### src/rtl/serial_add_sub.sv
// Bit-serial adder/subtractor: one full-adder slice plus a carry flip-flop.
// It processes the operands LSB-first, one bit per clock.
module serial_add_sub #(
  parameter  int WIDTH = 4,
  localparam int CNT_W = $clog2(WIDTH)
) (
  input  logic             clk,
  input  logic             rst_n,
  input  logic             start,
  input  logic             sub,
  input  logic [WIDTH-1:0] a,
  input  logic [WIDTH-1:0] b,
  output logic [WIDTH-1:0] sum,
  output logic             cout,
  output logic             ovf,
  output logic             busy,
  output logic             done
);

  // Handshake: start is accepted only while busy=0, and the accepting edge
  // also samples a, b and sub. Requests made while busy are dropped. done
  // pulses for one cycle after the result registers settle, and sum, cout
  // and ovf then hold until the next accepted start.
  typedef enum logic [1:0] {IDLE, RUN, DONE} state_t;

  state_t           state;
  logic [WIDTH-1:0] sh_a;
  logic [WIDTH-1:0] sh_b;
  logic             c;
  logic [CNT_W-1:0] cnt;
  logic             s_bit;
  logic             c_next;
  logic             p_bit;

  // Full-adder slice built from xor/and gates.
  assign p_bit  = sh_a[0] ^ sh_b[0];
  assign s_bit  = p_bit ^ c;
  assign c_next = (sh_a[0] & sh_b[0]) | (p_bit & c);

  assign busy = (state != IDLE);

  always_ff @(posedge clk or negedge rst_n) begin
    if (!rst_n) begin
      state <= IDLE;
      sh_a  <= '0;
      sh_b  <= '0;
      c     <= 1'b0;
      cnt   <= '0;
      sum   <= '0;
      cout  <= 1'b0;
      ovf   <= 1'b0;
      done  <= 1'b0;
    end else begin
      done <= 1'b0;
      case (state)
        IDLE: begin
          if (start) begin
            sh_a  <= a;
            sh_b  <= sub ? ~b : b;
            c     <= sub;
            cnt   <= '0;
            state <= RUN;
          end
        end
        RUN: begin
          sum  <= {s_bit, sum[WIDTH-1:1]};
          sh_a <= sh_a >> 1;
          sh_b <= sh_b >> 1;
          c    <= c_next;
          if (cnt == CNT_W'(WIDTH - 1)) begin
            // Overflow is the carry into the MSB differing from the carry out.
            ovf   <= c ^ c_next;
            cout  <= c_next;
            state <= DONE;
          end else begin
            cnt <= cnt + CNT_W'(1);
          end
        end
        DONE: begin
          done  <= 1'b1;
          state <= IDLE;
        end
        default: state <= IDLE;
      endcase
    end
  end

endmodule

### config.mk
export PLATFORM = sky130hd
export DESIGN_NAME = serial_add_sub
export DESIGN_NICKNAME = d
export VERILOG_FILES = /design/src/rtl/serial_add_sub.sv
export SDC_FILE = /design/constraint.sdc
export NUM_CORES = 1
export LEC_CHECK = 0
export BUFFER_PORTS_ARGS = -buffer_cell sky130_fd_sc_hd__clkbuf_2
export CAP_MARGIN = 20
export CORE_UTILIZATION = 56
export CTS_CLUSTER_DIAMETER = 200
export DETAILED_ROUTE_END_ITERATION = 8
export GPL_TIMING_DRIVEN = 0
export PLACE_DENSITY = 0.81
export SYNTH_ARGS = -nofsm -noshare
export SYNTH_HDL_FRONTEND = slang
export SYNTH_SLANG_ARGS = --single-unit
export TNS_END_PERCENT = 20
### constraint.sdc
create_clock -name clk -period 3.6 [get_ports clk]
set_input_delay 0 -clock clk [delete_from_list [all_inputs] [get_ports clk]]
set_output_delay 0 -clock clk [all_outputs]
set_load 0.1 [all_outputs]
==> results of run 1 <==
-- worst register-to-register path, cell delays in order, from the launching register on --
cell and delay (ps):
dfrtp_1 450, fa_1 490, xor2_1 180, mux2_4 260
-- cell usage in the layout (no fill, tap or decap), types with 3 or more instances in the layout --
cell           instances
mux2_4                 6
xor2_1                 5
clkbuf_4               3
a22oi_1                6
clkbuf_2              18
nor2b_1                7
dfrtp_1               20
nand2_1                6
a21oi_1                6
o21ai_1                4
dlygate4sd3_1          5
-- through the flow --
stage	std cells	worst slack (ps)	hold WS (ps)	instance area [µm²]	util
6_report	137	1920	16.1	1230	0.770
2_1_floorplan	86	2180	-296	1000	-
3_5_place_dp	128	2130	-12.2	1120	0.706
4_1_cts	137	1920	17.9	1230	0.770
3_3_place_gp	128	2150	-19.9	1120	0.706
5_1_grt	137	1870	41.9	1230	0.770
-- repair_timing --
action | CTS | global route
endpoints found under the setup margin | 0 | 0
gates resized for setup | 0 | 0
hold endpoints to repair | 24 | 0
hold buffers | 5 | 0
-- flip-flops by register name (all words and copies together), names as in the netlist --
register and count:
sum 4, c 1, ovf 1, sh_a 4, sh_b 4, done 1
cout 1, cnt 2, state 2
-- metal layers --
| metal | wire length [µm] | global-route usage |
|---|---|---|
| met1 | 921 | 0.290 |
| met2 | 896 | 0.374 |
| met3 | 60 | 0.0408 |
| met4 | 39 | 0.121 |
| met5 | 0 | 0 |
-- logic make-up after synthesis --
kind of cell             after synthesis
AND/OR/NAND/NOR                       23
multiplexers                           8
adder cells (fa/ha/maj)                2
flip-flops                            20
buffers and inverters                  7
XOR/XNOR                               5
AO/OA/AOI/OAI                         21
-- worst paths after layout --
check	startpoint	endpoint	slack (ps)	cells after the start
setup / recovery	state[1]$_DFFE_PN0P_	busy	1920	3
hold / removal	b[1]	sh_b[1]$_DFFE_PN0P_	20	4
setup reg to reg	c$_DFFE_PN0P_	ovf$_DFFE_PN0P_	2120	3
hold reg to reg	sh_a[1]$_DFFE_PN0P_	sh_a[1]$_DFFE_PN0P_	500	2
max in group asynchronous	rst_n	done$_DFF_PN0_	3090	2
min in group asynchronous	rst_n	ovf$_DFFE_PN0P_	170	2
-- cell type report --
type / count / area [µm²] / area share
inverters: 2 / 7.51 / 0.00612
clock inverters: 1 / 30.0 / 0.0245
clock buffers: 3 / 22.5 / 0.0183
multi-input cells: 59 / 464 / 0.378
repair buffers: 23 / 140 / 0.114
flip-flops and latches: 20 / 500 / 0.408
plain buffers: 5 / 32.5 / 0.0265
well taps: 24 / 30.0 / 0.0245
==> impl_metrics.py, run 1 <==
metrics = {
    "worst_setup_path": {
        "path_cells": "buf_4 > or2_2 > clkbuf_2",
        "path_class": "flop to output pin",
        "endpoint_kind": "output pin",
        "cp_max_fo": 10,
        "required_ps": 3600,
        "worst_ep_arrival_time_ps": 1680,
        "cpPeakStageDelay_ps": 500,
        "start_kind": "flop",
        "cp_top_family": "buffers and inverters",
        "crit_buf_inv": 2,
        "crit_slowest_cell": "dfrtp_1",
    },
    "yosys": {
        "synth.area.mux_share": 0.111,
        "synth_top_area_frac": 0.498,
        "yosysMostFrequentCell": "dfrtp_1",
        "synthAdderAreaFrac": 0.0324,
        "synthesis.area_mm2": 0.00100,
        "yosys-top-cells-count": "20 x dfrtp_1, 7 x nor2b_1",
        "yosys.area_share.simple": 0.141,
        "mappedNetlistNets": 100,
        "synth_cell_types": 30,
        "ys_warn_count": 0,
        "synth_top_family_by_area": "simple AND/OR/NAND/NOR gates",
        "synth_edf_count": 0,
        "syn_inst": 86,
        "yosysSeqAreaShare": 0.498,
        "async_flop_share": 1.00,
        "ys.flop_type": "dfrtp_1",
        "synth_compound_area_frac": 0.134,
        "postSynthAreaPerCell_um2": 11.7,
        "synth_xor_area_frac": 0.0436,
        "yosys_register_bits": 20,
        "synth_area_leader_cell": "dfrtp_1",
        "yosys-top-cells-area": "dfrtp_1 50%, mux2_4 9.0%, a22oi_1 4.5%",
    },
    "clock_network": {
        "cts_tree": "done",
        "clk_path_buf_depth": 2,
        "clkSinkCount": 20,
        "post_cts_buffers": 0,
        "clk_latency_ps": 310,
        "cts-root-buf": "clkbuf_4",
        "clk_pin_slew_ps": 120,
        "numCtsBuffers": 3,
        "cts_max_level": 1,
    },
    "grt": {
        "grt_max_degree": 21,
        "grt_overflow": 0,
        "grt_pass1_vias": 733,
        "grt_pass1_wl_um": 3190,
        "antenna_found_initial": 0,
        "track_usage": 0.229,
    },
    "placed_design": {
        "port_buffers": 18,
        "dp_hpwl_um": 1320,
        "place_congestion": 0.776,
    },
    "sta": {
        "finalSetupViolCount": 0,
        "rsz0062_at_grt": "false",
        "slew_violations": 0,
        "skew_ps": 2.36,
        "tightest_slew_ps": 543,
        "layout_min_cycle_time_ps": 1680,
        "tns_ps": 0,
        "fmax_mhz": 594,
        "finalHoldViolCount": 0,
        "maxSlewHeadroom": 0.640,
        "finalCritPeriodShare": 0.468,
    },
    "floorplanning": {
        "die_area_mm2": 0.00197,
        "die_w_um": 44.4,
        "die_h_um": 44.4,
        "core_area_mm2": 0.00159,
        "std_cell_rows": 14,
        "start_util": 0.630,
        "ioPinCount": 20,
    },
    "detailed_routing": {
        "viasPerCell": 5.36,
        "firstDrtPassIters": 4,
        "ant_nets": 0,
        "wl_um": 1920,
        "vias": 735,
        "routedWlPerCell_um": 14.0,
        "drtIter0Drc": 14,
        "post-route-drc-count": 0,
    },
    "cells_and_area": {
        "nets": 128,
        "syn2layout_area_growth_pct": 22.2,
        "fill_cells": 107,
        "layout-drive-gt1-share": 0.336,
        "num_antenna_cells": 0,
    },
    "hold_path": {
        "min_path_type": "primary input to flop",
    },
    "flow_run": {
        "max_cap_viol_count": 0,
    },
    "run_status": {
        "outcome": "complete, no violations",
    },
}
Power of run 1 is not shown: default switching activity piles up to over one toggle a cycle in this logic, so the estimate is an artifact.
==> inputs of run 2 (changes only) <==
Settings changed: CORE_UTILIZATION 56 to 52, PLACE_DENSITY 0.81 to 0.76.
Clock period 3.6 ns to 1.6 ns, I/O delays scaled along.
==> run 2 against run 1 <==
- core utilization down 9.5 points
- final area down 3.0%
- count of clock-buffer cells in the layout unchanged
- via count down 0.14%
- final cell count down 0.73%
- first-iteration DRC count unchanged
- register-to-register slack worse by 2000 ps
- critical endpoint unchanged
- largest cell class unchanged
==> impl_metrics.py, run 2 (same netlist as run 1, synthesis figures left out) <==
metrics = {
    "run_status": {
        "outcome": "complete, no violations",
    },
    "clock_network": {
        "clk_pin_slew_ps": 100,
        "clk_path_buf_depth": 2,
        "numCtsBuffers": 3,
        "cts_tree": "done",
        "cts_max_level": 1,
        "cts-root-buf": "clkbuf_4",
        "clk_latency_ps": 300,
        "clkSinkCount": 20,
    },
    "sta": {
        "tightest_slew_ps": 539,
        "finalHoldViolCount": 0,
        "whs_ps": 6.38,
        "slew_violations": 0,
        "skew_ps": 3.99,
        "tns_ps": 0,
        "finalSetupViolCount": 0,
        "layout_min_cycle_time_ps": 1520,
        "fmax_mhz": 659,
        "finalCritPeriodShare": 0.949,
        "maxSlewHeadroom": 0.642,
        "rsz0062_at_grt": "false",
    },
    "floorplanning": {
        "die_h_um": 46.0,
        "die_w_um": 46.0,
        "ioPinCount": 20,
        "core_area_mm2": 0.00176,
        "std_cell_rows": 15,
        "start_util": 0.570,
        "die_area_mm2": 0.00211,
    },
    "worst_setup_path": {
        "reg2reg_depth": 3,
        "worst_ep_arrival_time_ps": 1520,
        "rr_startpoint": "c$_DFFE_PN0P_",
        "path_class": "flop to output pin",
        "timing.rr.end": "ovf$_DFFE_PN0P_",
        "cpPeakStageDelay_ps": 500,
        "start_kind": "flop",
        "critPathCapture": "busy",
        "path_cells": "buf_4 > or2_2 > buf_4",
        "cp_top_family": "flip-flops",
        "endpoint_kind": "output pin",
        "crit_slowest_cell": "dfrtp_1",
        "cp_max_fo": 10,
        "crit_start": "state[1]$_DFFE_PN0P_",
        "reg2reg_setup_slack_ps": 120,
        "required_ps": 1600,
        "crit_cells": 3,
        "crit_buf_inv": 2,
        "worst_path_most_repeated_cell": "buf_4",
    },
    "cells_and_area": {
        "layout-drive-gt1-share": 0.333,
        "seqCellArea_um2": 500,
        "syn2layout_area_growth_pct": 18.6,
        "multi_input_area_um2": 464,
        "nets": 127,
        "top_regs": "sh_a x4, sh_b x4, sum x4",
        "layout_common_cells": "20 x dfrtp_1, 17 x clkbuf_2, 7 x nor2b_1",
        "layout_commonest_cell": "dfrtp_1",
        "fill_cells": 155,
        "num_antenna_cells": 0,
    },
    "detailed_routing": {
        "firstDrtPassIters": 4,
        "wl_um": 1830,
        "viasPerCell": 5.40,
        "post-route-drc-count": 0,
        "drtIter0Drc": 14,
        "routedWlPerCell_um": 13.5,
        "vias": 734,
        "ant_nets": 0,
    },
    "grt": {
        "antenna_found_initial": 0,
        "grt_pass1_vias": 708,
        "grt_max_degree": 21,
        "grt_overflow": 0,
        "track_usage": 0.204,
        "grt_pass1_wl_um": 2940,
    },
    "placed_design": {
        "place_congestion": 0.763,
        "port_buffers": 18,
        "dp_hpwl_um": 1240,
    },
    "flow_run": {
        "max_cap_viol_count": 0,
    },
    "hold_path": {
        "min_path_type": "primary input to flop",
        "hold_start": "start",
    },
}
run 2: cell count changes in the layout (fill, tap and decap cells not counted):
cell and delta:
dlygate4sd3_1 -1, buf_4 +1, bufinv_16 -1, clkbuf_2 -1
run 2: worst min-delay path by stage:
stage	cells after the start	end
global route	3	state[0]$_DFFE_PN0P_
finish	3	state[0]$_DFFE_PN0P_
CTS	3	state[0]$_DFFE_PN0P_
detailed placement	1	ovf$_DFFE_PN0P_
global placement	1	ovf$_DFFE_PN0P_
floorplan	0	c$_DFFE_PN0P_
run 2: metrics by stage:
| stage | area, µm² | setup WS, ps | instances | utilization |
|---|---|---|---|---|
| after floorplan | 1000 | 179 | 86 | - |
| after global placement | 1130 | 145 | 129 | 0.638 |
| after detailed placement | 1130 | 132 | 129 | 0.638 |
| after CTS | 1190 | 29.4 | 136 | 0.675 |
| after global routing | 1190 | 20.4 | 136 | 0.675 |
| final | 1190 | 82.2 | 136 | 0.675 |
run 2: worst register-to-register path: cells and delay by family, from the launching register on:
family | cells | cell delay [ps]
adder cells (fa/ha/maj) | 1 | 490
multiplexers | 1 | 270
flip-flops | 1 | 440
XOR/XNOR | 1 | 180
run 2: layer usage:
layer	global-route usage	vias to the layer above	wire, µm
met3	0.0397	4	62
li1	-	347	-
met5	0	-	0
met4	0.141	0	36
met2	0.315	18	897
met1	0.253	365	837
run 2: final cells by class:
cell class	count	share of cell area
repair buffers	22	0.111
inverters	2	0.00630
multi-input cells	59	0.390
plain buffers	5	0.0273
flip-flops and latches	20	0.420
clock buffers	3	0.0189
well taps	25	0.0263
run 2: what timing repair did:
action                                  in CTS  in global routing
endpoints found under the setup margin       1                  1
hold buffers                                 4                  0
buffers inserted                             0                  0
endpoints found under the hold margin       23                  0
resized for setup                            1                  1
Power of run 2 is left out for the same reason.
